<file path="src/rtl/decoder_nx_seq.sv">
// Registered N-to-2^N one-hot decoder with a valid/ready input, held output and a SCAN walk.
// Optional input parity check is enabled by defining DECODER_PARITY_EN (adds in_par, par_err).
module decoder_nx_seq #(
  parameter int N     = 3,
  parameter int DWELL = 4
) (
  input  logic              clk,
  input  logic              rst_n,
  input  logic              en,
  input  logic              scan_mode,
  input  logic              in_valid,
  input  logic [N-1:0]      in_sel,
`ifdef DECODER_PARITY_EN
  input  logic              in_par,
  output logic              par_err,
`endif
  output logic              in_ready,
  output logic [2**N-1:0]   y,
  output logic              y_valid,
  output logic              scan_wrap
);

  localparam int OUTS = 2**N;
  localparam int CW   = (DWELL > 1) ? $clog2(DWELL) : 1;
  localparam logic [CW-1:0] CNT_LAST = CW'(DWELL - 1);
  localparam logic [N-1:0]  IDX_LAST = '1;

  typedef enum logic [1:0] {IDLE, HOLD, SCAN} state_t;

  state_t        state;
  logic [CW-1:0] cnt;
  logic [N-1:0]  idx;
  logic          accept;
  logic          par_ok;

  assign in_ready = en & ~scan_mode;
  assign accept   = in_valid & in_ready;

`ifdef DECODER_PARITY_EN
  assign par_ok = (in_par == ^in_sel);
`else
  assign par_ok = 1'b1;
`endif

  always_ff @(posedge clk or negedge rst_n) begin
    if (!rst_n) begin
      state     <= IDLE;
      cnt       <= '0;
      idx       <= '0;
      y         <= '0;
      y_valid   <= 1'b0;
      scan_wrap <= 1'b0;
`ifdef DECODER_PARITY_EN
      par_err   <= 1'b0;
`endif
    end else begin
      scan_wrap <= 1'b0;
`ifdef DECODER_PARITY_EN
      par_err   <= 1'b0;
`endif
      if (!en) begin
        state   <= IDLE;
        cnt     <= '0;
        idx     <= '0;
        y       <= '0;
        y_valid <= 1'b0;
      end else if (scan_mode) begin
        if (state != SCAN) begin
          // Entry lights y[0] immediately; the first dwell count happens on this cycle.
          state   <= SCAN;
          cnt     <= '0;
          idx     <= '0;
          y       <= OUTS'(1);
          y_valid <= 1'b1;
        end else if (cnt == CNT_LAST) begin
          cnt       <= '0;
          idx       <= idx + 1'b1;
          y         <= OUTS'(1) << (idx + 1'b1);
          scan_wrap <= (idx == IDX_LAST);
        end else begin
          cnt <= cnt + 1'b1;
        end
      end else if (state == SCAN) begin
        state   <= IDLE;
        cnt     <= '0;
        idx     <= '0;
        y       <= '0;
        y_valid <= 1'b0;
      end else if (accept) begin
        if (par_ok) begin
          state   <= HOLD;
          y       <= OUTS'(1) << in_sel;
          y_valid <= 1'b1;
        end else begin
          state   <= IDLE;
          y       <= '0;
          y_valid <= 1'b0;
`ifdef DECODER_PARITY_EN
          par_err <= 1'b1;
`endif
        end
      end
    end
  end

endmodule

</file>
<file path="config.mk">
export PLATFORM = sky130hd
export DESIGN_NAME = decoder_nx_seq
export DESIGN_NICKNAME = d
export VERILOG_FILES = /design/src/rtl/decoder_nx_seq.sv
export SDC_FILE = /design/constraint.sdc
export NUM_CORES = 1
export LEC_CHECK = 0
export ABC_AREA = 1
export CAP_MARGIN = 10
export CORE_ASPECT_RATIO = 1.1
export CORE_UTILIZATION = 30
export CTS_BUF_LIST = sky130_fd_sc_hd__clkbuf_4 sky130_fd_sc_hd__clkbuf_8 sky130_fd_sc_hd__clkbuf_16
export DETAILED_ROUTE_END_ITERATION = 8
export GPL_ROUTABILITY_DRIVEN = 0
export HOLD_SLACK_MARGIN = 0.12
export SETUP_SLACK_MARGIN = 0.4
export SYNTH_ARGS = -nofsm -noshare
export SYNTH_HDL_FRONTEND = slang
export SYNTH_SLANG_ARGS = --single-unit
</file>
<file path="constraint.sdc">
create_clock -name clk -period 1.53 [get_ports clk]
set_input_delay 0.306 -clock clk [delete_from_list [all_inputs] [get_ports clk]]
set_output_delay 0.306 -clock clk [all_outputs]
set_load 0.02 [all_outputs]
</file>
==> results of run 1 <==
==> synthesized netlist by cell type <==
cell type / instances
nand2_1: 43
dfrtp_1: 17
inv_1: 11
o21ai_0: 10
nand4_1: 9
ha_1: 7
nor2_1: 7
inv_2: 5
nand3_1: 4
o21ai_1: 3
nand2_2: 2
nand3_2: 2
nor2_4: 2
a21oi_1: 1
a22o_1: 1
buf_2: 1
buf_6: 1
nor2_2: 1
nor3_1: 1
==> routing by layer <==
metal  part of all wire, %  vias up  track usage [%]
li1                      -      522                -
met5                     0        -                0
met1                    42      483             18.1
met2                    54       23             27.1
met3                   3.8        2             4.35
met4                  0.39        0             3.66
==> cells in the final DEF, fill, tap and decap left out, types with 4 or more instances in the layout <==
cell | Yosys | routed
inv_1 | 11 | 7
nand4_1 | 9 | 9
nor2_1 | 7 | 5
dfrtp_1 | 17 | 16
nand2_2 | 2 | 4
o21ai_1 | 3 | 7
inv_2 | 5 | 8
nand2_1 | 43 | 38
buf_6 | 1 | 17
clkdlybuf4s50_1 | 0 | 5
nor2_4 | 2 | 5
o21ai_2 | 0 | 5
buf_4 | 0 | 27
==> registers in the layout, indices dropped and copies added, names as in the netlist <==
signal     count
y              8
idx            3
cnt            2
state          2
scan_wrap      1
y_valid        1
==> critical path, cell delays in order, from the launching register on <==
cell	delay [ns]
dfrtp_1	0.42
ha_4	0.19
ha_4	0.29
inv_2	0.05
nand4_1	0.07
nand2_1	0.06
nand2_1	0.06
nand2_1	0.05
==> what timing repair did <==
action	in CTS	in global routing
endpoints found under the setup margin	28	28
gates resized for setup	77	38
pin swaps	22	21
setup buffers	13	8
==> kinds of logic after synthesis <==
family	synth area share, %
AOI/OAI and AO/OA	7.89
buffers and inverters	7.64
DFF	42.6
and+or+nand+nor	33.1
adders and majority gates	8.77
==> power by group through the flow <==
stage	logic (mW)	registers (mW)	clock network (mW)
final	0.255	0.480	0.247
after detailed placement	0.191	0.488	0
after global placement	0.188	0.487	0
after global routing	0.279	0.483	0.273
after floorplan	0.0849	0.500	0
after CTS	0.222	0.480	0.258
==> area by class of cell <==
cell class / count / area share (%)
Inverter: 16 / 3.76
Tap cell: 34 / 2.56
Sequential cell: 17 / 25.6
Clock buffer: 3 / 1.35
Clock inverter: 1 / 0.301
Multi-Input combinational cell: 93 / 39.1
Timing Repair Buffer: 51 / 27.3
==> worst paths after layout <==
check                       start  endpoint  slack, ns  cells past startpoint
hold reg to reg            cnt[0]    cnt[0]       0.49                      1
setup / recovery           idx[0]      y[5]       0.25                      7
max in group asynchronous   rst_n  state[1]       1.00                      2
min in group clk               en   y_valid       0.40                      4
hold / removal              rst_n      y[7]       0.32                      2
setup reg to reg           idx[0]      y[5]       0.25                      7
==> through the flow <==
step	TNS (ns)	std cells	cell area (um^2)
final	0	215	1660
after global routing	0	215	1660
after CTS	0	207	1490
after detailed placement	-2.49	190	1330
after global placement	-2.29	190	1330
after floorplan	0	128	1030
==> qor.yml, run 1 <==
cp.arrival_ns: 1.48
die_x_um: 57.0
crit_required_ns: 1.73
num_rows: 21
fin_crit_sh_pct: 83.8
num_antenna_cells: 0
grt_setup_unrepaired: "true"
htreeDepth: 1
vdd_drop_max_mv: 0.424
final_util_pct: 53.7
dr.pass1.iters: 6
grt_pass1_vias: 1022
antenna_found_initial: 0
synth.top_cell.area_share_pct: 42.6
seq_area_um2: 427
cts.clk_slew.worst_paths_ns: 0.10
crit_path_max_fanout: 4
core_area_um2: 3100
n_fill_cell: 288
fin_ws_ns: 0.248
p_int_mw: 0.685
hold_path.class: "in2async"
ys_warn_count: 0
grt_pass1_wl_um: 4280
fin_nets: 197
area_delta_synth_final_pct: 66.7
cp-start-kind: "flop"
setup_viol: 0
p_leak_nw: 0.840
holdBufCountCts: 0
sequentialPowerShare_pct: 48.9
dp.final_hpwl_um: 1750
synth_fp_nets: 143
grt_usage_pct: 15.3
final_max_slew_viol_count: 0
gr-total-overflow: 0
syn_avg_cell_area_um2: 7.80
ys_types: 19
power.share.clock_pct: 25.1
syn-cell-area_um2: 998
max_freq_mhz: 780
combPwrFrac_pct: 26.0
p_per_area_nw_per_um2: 590
cts_tree: "yes"
die_area_um2: 3560
endpoint_kind: "flop"
ys_seq_area_share_pct: 42.6
drc: 4
routedWlPerCell_um: 12.0
yosysTopAreaCell: "dfrtp_1"
hold_ws_ns: 0.319
initial_core_util_pct: 32.2
post-place-ws_ns: -0.421
clk_latency_ns: 0.30
worstSetupPathType: "reg2reg"
drive_above_1_share_pct: 48.1
root_buffer: "clkbuf_4"
ios: 19
grt_max_degree: 18
io_buffer_count: 18
worst_slew_pin_slew_ns: 0.233
p_sw_share_pct: 30.2
routed_via_density: 4.79
numClockSinks: 17
fin_skew_ns: 0.00591
status: "finished with violations"
num_vias: 1030
syn-instance-count: 128
dr.first_iter.drc_count: 28
violations: "design-rule violations"
drt_wl_total_um: 2580
fin_total_pwr_mw: 0.982
synth.area.top_cells: "dfrtp_1 (43%), nand2_1 (16%), ha_1 (8.8%)"
maxCapViolCount: 0
hold_viol: 0
layout_min_cycle_time_ns: 1.28
clock_path_buffers: 2
multi_input_area_um2: 651
switching_power_mw: 0.297
synth_seq_cells: 17
slew_headroom_pct: 84.5
cts_made_buffers: 3
ant_nets: 0
die-height_um: 62.5
Power figures use the tool's default switching activity.
==> inputs of run 2 (changes only) <==
==> constraint.sdc (replaced) <==
create_clock -name clk -period 1.2 [get_ports clk]
set_input_delay 0.24 -clock clk [delete_from_list [all_inputs] [get_ports clk]]
set_output_delay 0.24 -clock clk [all_outputs]
set_load 0.02 [all_outputs]
==> qor.yml, run 2 (synthesis results as in run 1) <==
status: "finished with violations"
violations: "design-rule violations, negative setup slack"
final_cell_mix: "nand2_1 (36), buf_4 (33), buf_6 (19), dfrtp_1 (17), nand4_1 (9)"
cts_made_buffers: 3  # unchanged
hold_path.class: "in2async"
place_inst: 204  # +7.4%
num_vias: 1049  # +1.8%
final_cell_count_no_fill: 222  # +3.3%
cp-start-kind: "flop"
post-place-ws_ns: -0.549  # -0.128 ns
endpoint_kind: "flop"
max_freq_mhz: 761  # -2.5%
dr.pass1.iters: 6  # unchanged
worstSetupPathType: "reg2reg"
grt_pass1_vias: 1051  # +2.8%
num_rows: 21  # unchanged
cts_tree: "yes"
crit_buf_inv: 0  # -1
antenna_found_initial: 0  # unchanged
routed_via_density: 4.73  # -1.4%
dp.final_hpwl_um: 1990  # +13%
drive_above_1_share_pct: 51.1  # +3.0 points
htreeDepth: 1  # unchanged
initial_core_util_pct: 32.2  # unchanged
p_per_area_nw_per_um2: 741  # +25%
gr-usage-met1_pct: 19.7  # +1.6 points
cts.clk_slew.worst_paths_ns: 0.11  # about the same
critical_path.cell_chain: "ha_4 > ha_4 > nand2_2 > o21ai_2 > nand2_1 > o21ai_2"
grt_use_met3_pct: 2.28  # -2.1 points
final_util_pct: 55.6  # +1.9 points
ios: 19  # unchanged
drt_wl_total_um: 2680  # +3.9%
dpl_cell_area_um2: 1440  # +8.6%
cp.depth: 6  # -1
p_leak_nw: 0.870  # +3.6%
io_buffer_count: 18  # unchanged
die_area_um2: 3560  # unchanged
top_register: "y"
fin_ws_ns: -0.115  # -0.363 ns
setup_viol: 7  # +7
routedWlPerCell_um: 12.1  # +0.60%
gr-total-overflow: 0  # unchanged
grt-busiest-layer: "met2"
r2r_cells: 6  # -1
fin_area_um2: 1720  # +3.5%
fin_nets: 204  # +3.6%
critPathSlowestCell: "dfrtp_1"
die-height_um: 62.5  # unchanged
ant_nets: 0  # unchanged
reg2reg_slack_ns: -0.11  # -0.36 ns
crit_required_ns: 1.42  # -0.31 ns
hold_viol: 0  # unchanged
cp.arrival_ns: 1.54  # +0.06 ns
reg_top3: "y x8, idx x3"
grt_setup_unrepaired: "true"
drc: 6  # +2
fin_total_pwr_mw: 1.28  # +30%
dr.first_iter.drc_count: 27  # -3.6%
num_antenna_cells: 0  # unchanged
grt_max_degree: 18  # unchanged
slew_headroom_pct: 84.5  # about the same
fin_crit_sh_pct: 110  # +26 points
grt_util_met2_pct: 27.8  # +0.74 points
crit_path_max_fanout: 4  # unchanged
numClockSinks: 17  # unchanged
root_buffer: "clkbuf_4"
worst_slew_pin_slew_ns: 0.233  # +0.000670 ns
layout_min_cycle_time_ns: 1.31  # +0.0332 ns
vdd_drop_max_mv: 0.390  # -8.0%
die_x_um: 57.0  # unchanged
path_delay_family: "adder cells"
grt_pass1_wl_um: 4480  # +4.5%
area_delta_synth_final_pct: 72.6
clk_latency_ns: 0.29  # about the same
mostFrequentLayoutCell: "nand2_1"
maxCapViolCount: 0  # unchanged
max_stage_delay_ns: 0.43  # about the same
core_area_um2: 3100  # unchanged
clock_path_buffers: 2  # unchanged
rr_endpoint: "y[3]"
fin_skew_ns: 0.00225  # -0.00365 ns
r2r_start: "idx[0]"
final_max_slew_viol_count: 0  # unchanged
grt_usage_pct: 15.7  # +0.36 points
largest_reg_flops: 8  # unchanged
[run 2: worst max path at each step]
stage,start,to,slack (ns)
after global routing,idx[0],y[3],-0.17
after detailed placement,en,in_ready,-0.55
after floorplan,idx[1],y[5],-0.04
after global placement,en,in_ready,-0.53
final,idx[0],y[3],-0.11
after CTS,idx[0],y[3],-0.12
[run 2: where the power goes]
part           switching, mW  internal [mW]
logic                  0.174          0.174
registers             0.0177          0.593
clock network          0.194          0.124
total                  0.386          0.891
[run 2: routing by layer]
layer / share of wire, % / vias to the layer above / wire (um)
li1: - / 533 / -
met1: 41 / 486 / 1110
met2: 53 / 25 / 1420
met3: 4.0 / 5 / 108
met4: 1.5 / 0 / 40
met5: 0 / - / 0
[run 2: repair_timing]
action / CTS / global route
setup buffers: 7 / 7
gates resized for setup: 90 / 28
pin swaps: 9 / 13
setup endpoints to repair: 28 / 28
hold buffers: 0 / 0
[run 2: layout make-up]
cell class / count / area [um^2]
clock buffer: 3 / 22.5
clock inverter: 1 / 5.00
fill: 291 / 1380
inverter: 16 / 70.1
multi-input combinational: 93 / 631
sequential: 17 / 425
tap: 34 / 42.5
timing repair buffer: 58 / 527
[run 2: per-stage QoR]
step / hold WS, ns / setup TNS, ns
finish: 0.263 / -0.546
global route: 0.268 / -1.17
CTS: 0.258 / -0.678
detailed placement: 0.468 / -7.41
global placement: 0.460 / -7.14
floorplan: -0.0556 / -0.225
